==> config.mk <==
export PLATFORM = sky130hd
export DESIGN_NAME = sha256_msg_scheduler
export DESIGN_NICKNAME = d
export VERILOG_FILES = /design/src/rtl/sha256_msg_scheduler.sv
export SDC_FILE = /design/constraint.sdc
export NUM_CORES = 1
export LEC_CHECK = 0
export ABC_CLOCK_PERIOD_IN_PS = 30000
export BUFFER_PORTS_ARGS = -buffer_cell sky130_fd_sc_hd__buf_2
export CORE_MARGIN = 2
export CORE_UTILIZATION = 52
export DETAILED_ROUTE_END_ITERATION = 12
export MAX_ROUTING_LAYER = met4
export PLACE_DENSITY = 0.77
export SLEW_MARGIN = 20
export SYNTH_ARGS = -nofsm -noshare
export SYNTH_HDL_FRONTEND = slang
export SYNTH_SLANG_ARGS = --single-unit
==> constraint.sdc <==
create_clock -name clk -period 30 [get_ports clk]
set_clock_uncertainty 0.2 [all_clocks]
set_input_delay 7.5 -clock clk [delete_from_list [all_inputs] [get_ports clk]]
set_output_delay 7.5 -clock clk [all_outputs]
set_load 0.1 [all_outputs]
==> src/rtl/sha256_msg_scheduler.sv <==
// SHA-256 message scheduler: loads one 512-bit block as 16 words and streams
// W[0..ROUNDS-1] with round index, expanding on the fly through a 16-word window.
module sha256_msg_scheduler #(
  parameter int unsigned ROUNDS = 64
) (
  input  logic        clk,
  input  logic        rst_n,
  input  logic [31:0] in_data,
  input  logic        in_valid,
  output logic        in_ready,
  output logic [31:0] w_data,
  output logic [6:0]  w_iter,
  output logic        w_valid,
  input  logic        w_ready,
  output logic        w_last,
  output logic        busy
);

  if (ROUNDS < 16 || ROUNDS > 64) begin : g_bad_rounds
    $error("sha256_msg_scheduler: ROUNDS must be in 16..64");
  end

  typedef enum logic {
    LOAD = 1'b0,
    EMIT = 1'b1
  } state_e;

  localparam logic [6:0] LAST_T = 7'(ROUNDS - 1);

  state_e      state, state_nxt;
  logic [3:0]  count, count_nxt;
  logic [6:0]  t, t_nxt;
  logic [31:0] win [16];
  logic        accept, xfer, shift;
  logic [31:0] shift_in, expanded;

  function automatic logic [31:0] sig0(input logic [31:0] x);
    return {x[6:0], x[31:7]} ^ {x[17:0], x[31:18]} ^ {3'b000, x[31:3]};
  endfunction

  function automatic logic [31:0] sig1(input logic [31:0] x);
    return {x[16:0], x[31:17]} ^ {x[18:0], x[31:19]} ^ {10'd0, x[31:10]};
  endfunction

  assign in_ready = (state == LOAD);
  assign w_valid  = (state == EMIT);
  assign w_data   = win[0];
  assign w_iter   = t;
  assign w_last   = (state == EMIT) && (t == LAST_T);
  assign busy     = (count != 4'd0) || (state == EMIT);

  assign accept   = in_valid && in_ready;
  assign xfer     = w_valid && w_ready;

  // W[t+16] from the window holding W[t..t+15]; 32-bit adds wrap mod 2^32.
  assign expanded = sig1(win[14]) + win[9] + sig0(win[1]) + win[0];

  // NOTE: every signal driven here gets a default first, so no path leaves
  // one unassigned and no latch is inferred.
  always_comb begin
    state_nxt = state;
    count_nxt = count;
    t_nxt     = t;
    shift     = 1'b0;
    shift_in  = in_data;
    unique case (state)
      LOAD: begin
        if (accept) begin
          shift = 1'b1;
          if (count == 4'd15) begin
            count_nxt = 4'd0;
            t_nxt     = 7'd0;
            state_nxt = EMIT;
          end else begin
            count_nxt = count + 4'd1;
          end
        end
      end
      EMIT: begin
        if (xfer) begin
          shift    = 1'b1;
          shift_in = expanded;
          if (t == LAST_T) begin
            t_nxt     = 7'd0;
            state_nxt = LOAD;
          end else begin
            t_nxt = t + 7'd1;
          end
        end
      end
      default: state_nxt = LOAD;
    endcase
  end

  // NOTE: state uses non-blocking assignments so every register samples the
  // pre-edge values, independent of statement order.
  always_ff @(posedge clk) begin
    if (!rst_n) begin
      state <= LOAD;
      count <= 4'd0;
      t     <= 7'd0;
      // NOTE: the window is reset (not left as plain storage) because w_data
      // is read straight from win[0] and must be 0 after reset.
      for (int i = 0; i < 16; i++) win[i] <= 32'd0;
    end else begin
      state <= state_nxt;
      count <= count_nxt;
      t     <= t_nxt;
      if (shift) begin
        for (int i = 0; i < 15; i++) win[i] <= win[i+1];
        win[15] <= shift_in;
      end
    end
  end

endmodule
Word-level counts from Yosys, hierarchy flattened
Memories as Yosys holds them, arrays and structs flattened.
Index checks and enable logic that the tools add are counted.
{ "word_totals": {"regBits": 12, "ramBits": 512, "output_inout_bits": 43, "mem_count": 1} }
{ "op_classes": {"addsub": 5, "eq_ne": 5, "mux": 36, "bitwise": 21, "n_reduce_logical": 7} }
{ "mem_list": {"columns": ["memory", "depth", "width", "read_ports", "rd_ports_with_merged_regs", "wr", "line_no", "source"], "rows": [
  ["win", 16, 32, 16, 0, 16, "33", "logic [31:0] win [16];"]
]} }
{ "op_table": {"columns": ["cell", "n"], "rows": [
  ["32-bit two-way mux", 18],
  ["32-bit adder", 3],
  ["32-bit bitwise XOR", 2],
  ["32-bit by 22-bit bitwise XOR with 32-bit output", 1],
  ["32-bit by 29-bit bitwise XOR with 32-bit output", 1],
  ["7-bit two-way mux", 4],
  ["1-bit OR", 16],
  ["7-bit one-hot mux with 2 select lines", 1],
  ["1-bit two-way mux", 10],
  ["7-bit by 1-bit adder with 7-bit output (second input constant)", 1],
  ["7-bit by 6-bit equality test with 1-bit output (second input constant)", 1],
  ["2-bit by 1-bit inequality test with 1-bit output (second input constant)", 3],
  ["4-bit by 1-bit adder with 4-bit output (second input constant)", 1],
  ["4-bit equality test (second input constant)", 1],
  ["4-bit two-way mux", 1],
  ["1-bit one-hot mux with 2 select lines", 2],
  ["4-bit nonzero test", 1],
  ["1-bit logical AND", 3],
  ["3-bit AND reduction", 1],
  ["2-bit AND reduction", 1],
  ["1-bit logical OR", 1],
  ["1-bit inverter", 1]
]} }

Depth between registers and ports, before layout
{ "depth": {"word_depth": 8, "depth_mapped": 16} }

Worst setup path before layout
Ideal clock, no wire load.
{ "synth_path": {"path_type": "input-to-reg", "from": "in w_ready", "to": "mem win[0][0], enable pin", "setup_ns": 3.647, "arrival_ns": 16.502, "setup_slack_ns": 9.651, "cell_stages": 4, "path_buffers": 1, "cell_sequence": "and2_0 -> nor2_1 -> clkbuf_1 -> nand2_1"} }
{ "synth_lines": {"columns": ["item", "line_no", "source"], "rows": [
  ["start: declaration", "14", "input logic w_ready,"],
  ["end: declaration", "33", null]
]} }

==> run metrics <==
status complete, no violations; die width 220.1 µm; Avg WL per Cell 19.25 µm; CTS tree done; cell mode on critical path buf_4; antenna violations before repair 0; number of synthesized flops with an enable pin 512; io pins 79; r2r setup slk 24.83 ns; crit-path max FO 89; Synth cell types 56; Least-Margin Pin Slew 0.9659 ns; worst reg2reg endpoint win[0][508]; max_slew headroom 0.3394; Ys Warns 0; clock-pin slew on the worst setup and hold paths 0.06 ns; CTS root buffer clkbuf_16; crit path DAT 11.17 ns; crit path from rst_n; TritonCTS Buffers 52; setup TNS 0 ns; Seq cells post-synth 524; CTS resizes 0; Detail Route Antenna Nets 0; hold path startpoint w_iter[6]; post-synthesis simple-gate area fraction 0.1551; # diodes 0; CTS Hold Buffers Added 0; Compound-Gate Fraction of Synth Area 0.03681; worst-path cell with the longest stage delay buf_4; crit share post-route 0.3719; XOR/XNOR Fraction of Synth Area 0.05268; first-pass iteration count of the detailed router 6; final HPWL from detailed placement 33160 µm; Core ar. 46360 µm²; y dimension of the die 220.1 µm; Worst-Skew Late Latency 0.60 ns; Final Max Slew Viols 0; Synth Cell Area 24270 µm²; Total Power 0.002064 W; largest family of logic cells by synthesized area simple AND/OR/NAND/NOR gates; ratio of routed vias to standard cells 5.274; worst hold stages 2; Die ar. 48420 µm²; Fmax 0.08963 GHz; post-layout instance count excluding filler cells 2495; GRT Util Overall 0.2111; placer's final routability congestion estimate 0.9848; critical path endpoint category flop; first-pass GRT wire length 73430 µm; remaining global-route overflow 0; Setup Viol. Count Final 0; P&R area growth vs syn 10.04%; Multi-input gate area 7631 µm²; initial DRC count 1414; total wire length 48030 µm; asr flop ratio synth 0; number of global-route vias before repair 12689; Post-Syn Nets 1936; post-synthesis adder-cell area fraction 0.06866; Post-Synthesis Cells 1804; Sink Count 524; max-cap viol count 0; Worst R2R Path Depth 14; layout cells sized above 1 0.09269; Final Hold Vio Count 0; largest net degree at the start of global routing 321; crit path launch type input pin; fin crit period 11.16 ns; RSZ-0062 raised after global routing no; H-tree depth 2; most frequent cells after synthesis edfxtp_1 (512), and2_1 (483), inv_1 (146), xnor2_1 (115), nand2_1 (73); Crit path required time 30.01 ns; routed vias 13159; syn_area_per_cell 13.45 µm²; r2r startpoint win[0][474]; Pwr per Cell Area 77.29 nW/µm²; Port Buffers 78; Top FF cell, synth edfxtp_1; post-synthesis mux area share 0.0004124; Synth area leaders edfxtp_1 (63%), and2_1 (12%), fa_1 (5.1%); register area 15620 µm²; Hold Path Sink w_iter[6]; crit path cell chain buf_4 > inv_1 > nor2_1 > nand2_4 > buf_6 > buf_4; Layout fillers 3582; largest area contributor in the netlist edfxtp_1; post-CTS setup buffers 0; Rows 79; most frequent cell after synthesis edfxtp_1; worst stage delay on the critical path 0.86 ns; crit path kind in -> reg; Seq/Total Area, Yosys 0.6433; Yosys top cell area share 0.6334; Max rail drop VDD 52.11 µV; Hold Crit Class reg -> reg; Lkg Pwr 10.79 nW; CTS max path bufs 3; DP Cell Count 2398; Layout Nets 1978; Initial Utilization 0.5236; drt drc 0
-- layout make-up --
cell class / count / area share
inverters: 146 / 0.02052
clock buffers: 64 / 0.05041
flip-flops and latches: 524 / 0.5847
multi-input cells: 1034 / 0.2857
well taps: 607 / 0.02844
repair buffers: 88 / 0.01902
clock inverters: 32 / 0.01124
-- logic make-up (layout without fill, tap and decap cells) --
family | count (synthesis) | count (layout)
AND/OR/NAND/NOR | 646 | 646
flip-flops | 524 | 524
buffers and inverters | 246 | 330
XOR/XNOR | 146 | 146
AO/OA/AOI/OAI | 145 | 145
adder cells (fa/ha/maj) | 96 | 96
multiplexers | 1 | 1
-- through the flow --
stage | cell area (µm²) | worst slack (ns) | util | hold slack, ns
after floorplan | 24270 | 9.651 | - | 0.2967
after global placement | 25030 | 18.05 | 0.5399 | 0.2532
after detailed placement | 25030 | 17.88 | 0.5399 | 0.2598
after CTS | 26670 | 18.53 | 0.5754 | 0.2719
after global routing | 26710 | 18.49 | 0.5761 | 0.3009
final | 26710 | 18.84 | 0.5761 | 0.2797
-- report_power, final --
part	internal, W	leakage [nW]	switching (W)
sequential	0.000856	5.76	0.0000289
combinational	0.000190	4.22	0.000361
clock	0.000356	0.811	0.000272
total	0.00140	10.8	0.000662
-- how the worst max path moves through the flow --
stage	cells past startpoint	endpoint
after floorplan	4	win[0][0]
after global placement	6	win[0][51]
after detailed placement	6	win[0][19]
after CTS	6	win[0][62]
after global routing	6	win[0][19]
final	6	win[0][62]
-- critical path, delay by kind of cell --
kind	cells	cell delay (ns)
buffers and inverters	4	2.38
and+or+nand+nor	2	1.19
-- cell usage in the layout, fill, tap and decap left out, types with 16 or more instances in the layout --
cell type  Yosys  final
edfxtp_1     512    512
and2_1       483    483
inv_1        146    146
xnor2_1      115    115
buf_2          1     77
nand2_1       73     72
fa_1          62     62
clkbuf_16      0     52
a21oi_1       52     51
o21ai_0       39     39
nor2_1        35     35
ha_1          34     34
xor2_1        31     31
nand3_1       16     16
-- metal layers --
metal  global-route usage  vias up  share of wire
li1                     -     6133              -
met4              0.05459        0          0.019
met1               0.3154     6421           0.45
met2               0.2915      530           0.42
met5                    -        -              0
met3              0.04886       75           0.10
-- state kept, by name (all words and copies together), names as in the netlist --
name and count:
w_iter 7, win 512, count 4, w_valid 1
Note: power is estimated with default switching activity, not from simulation.
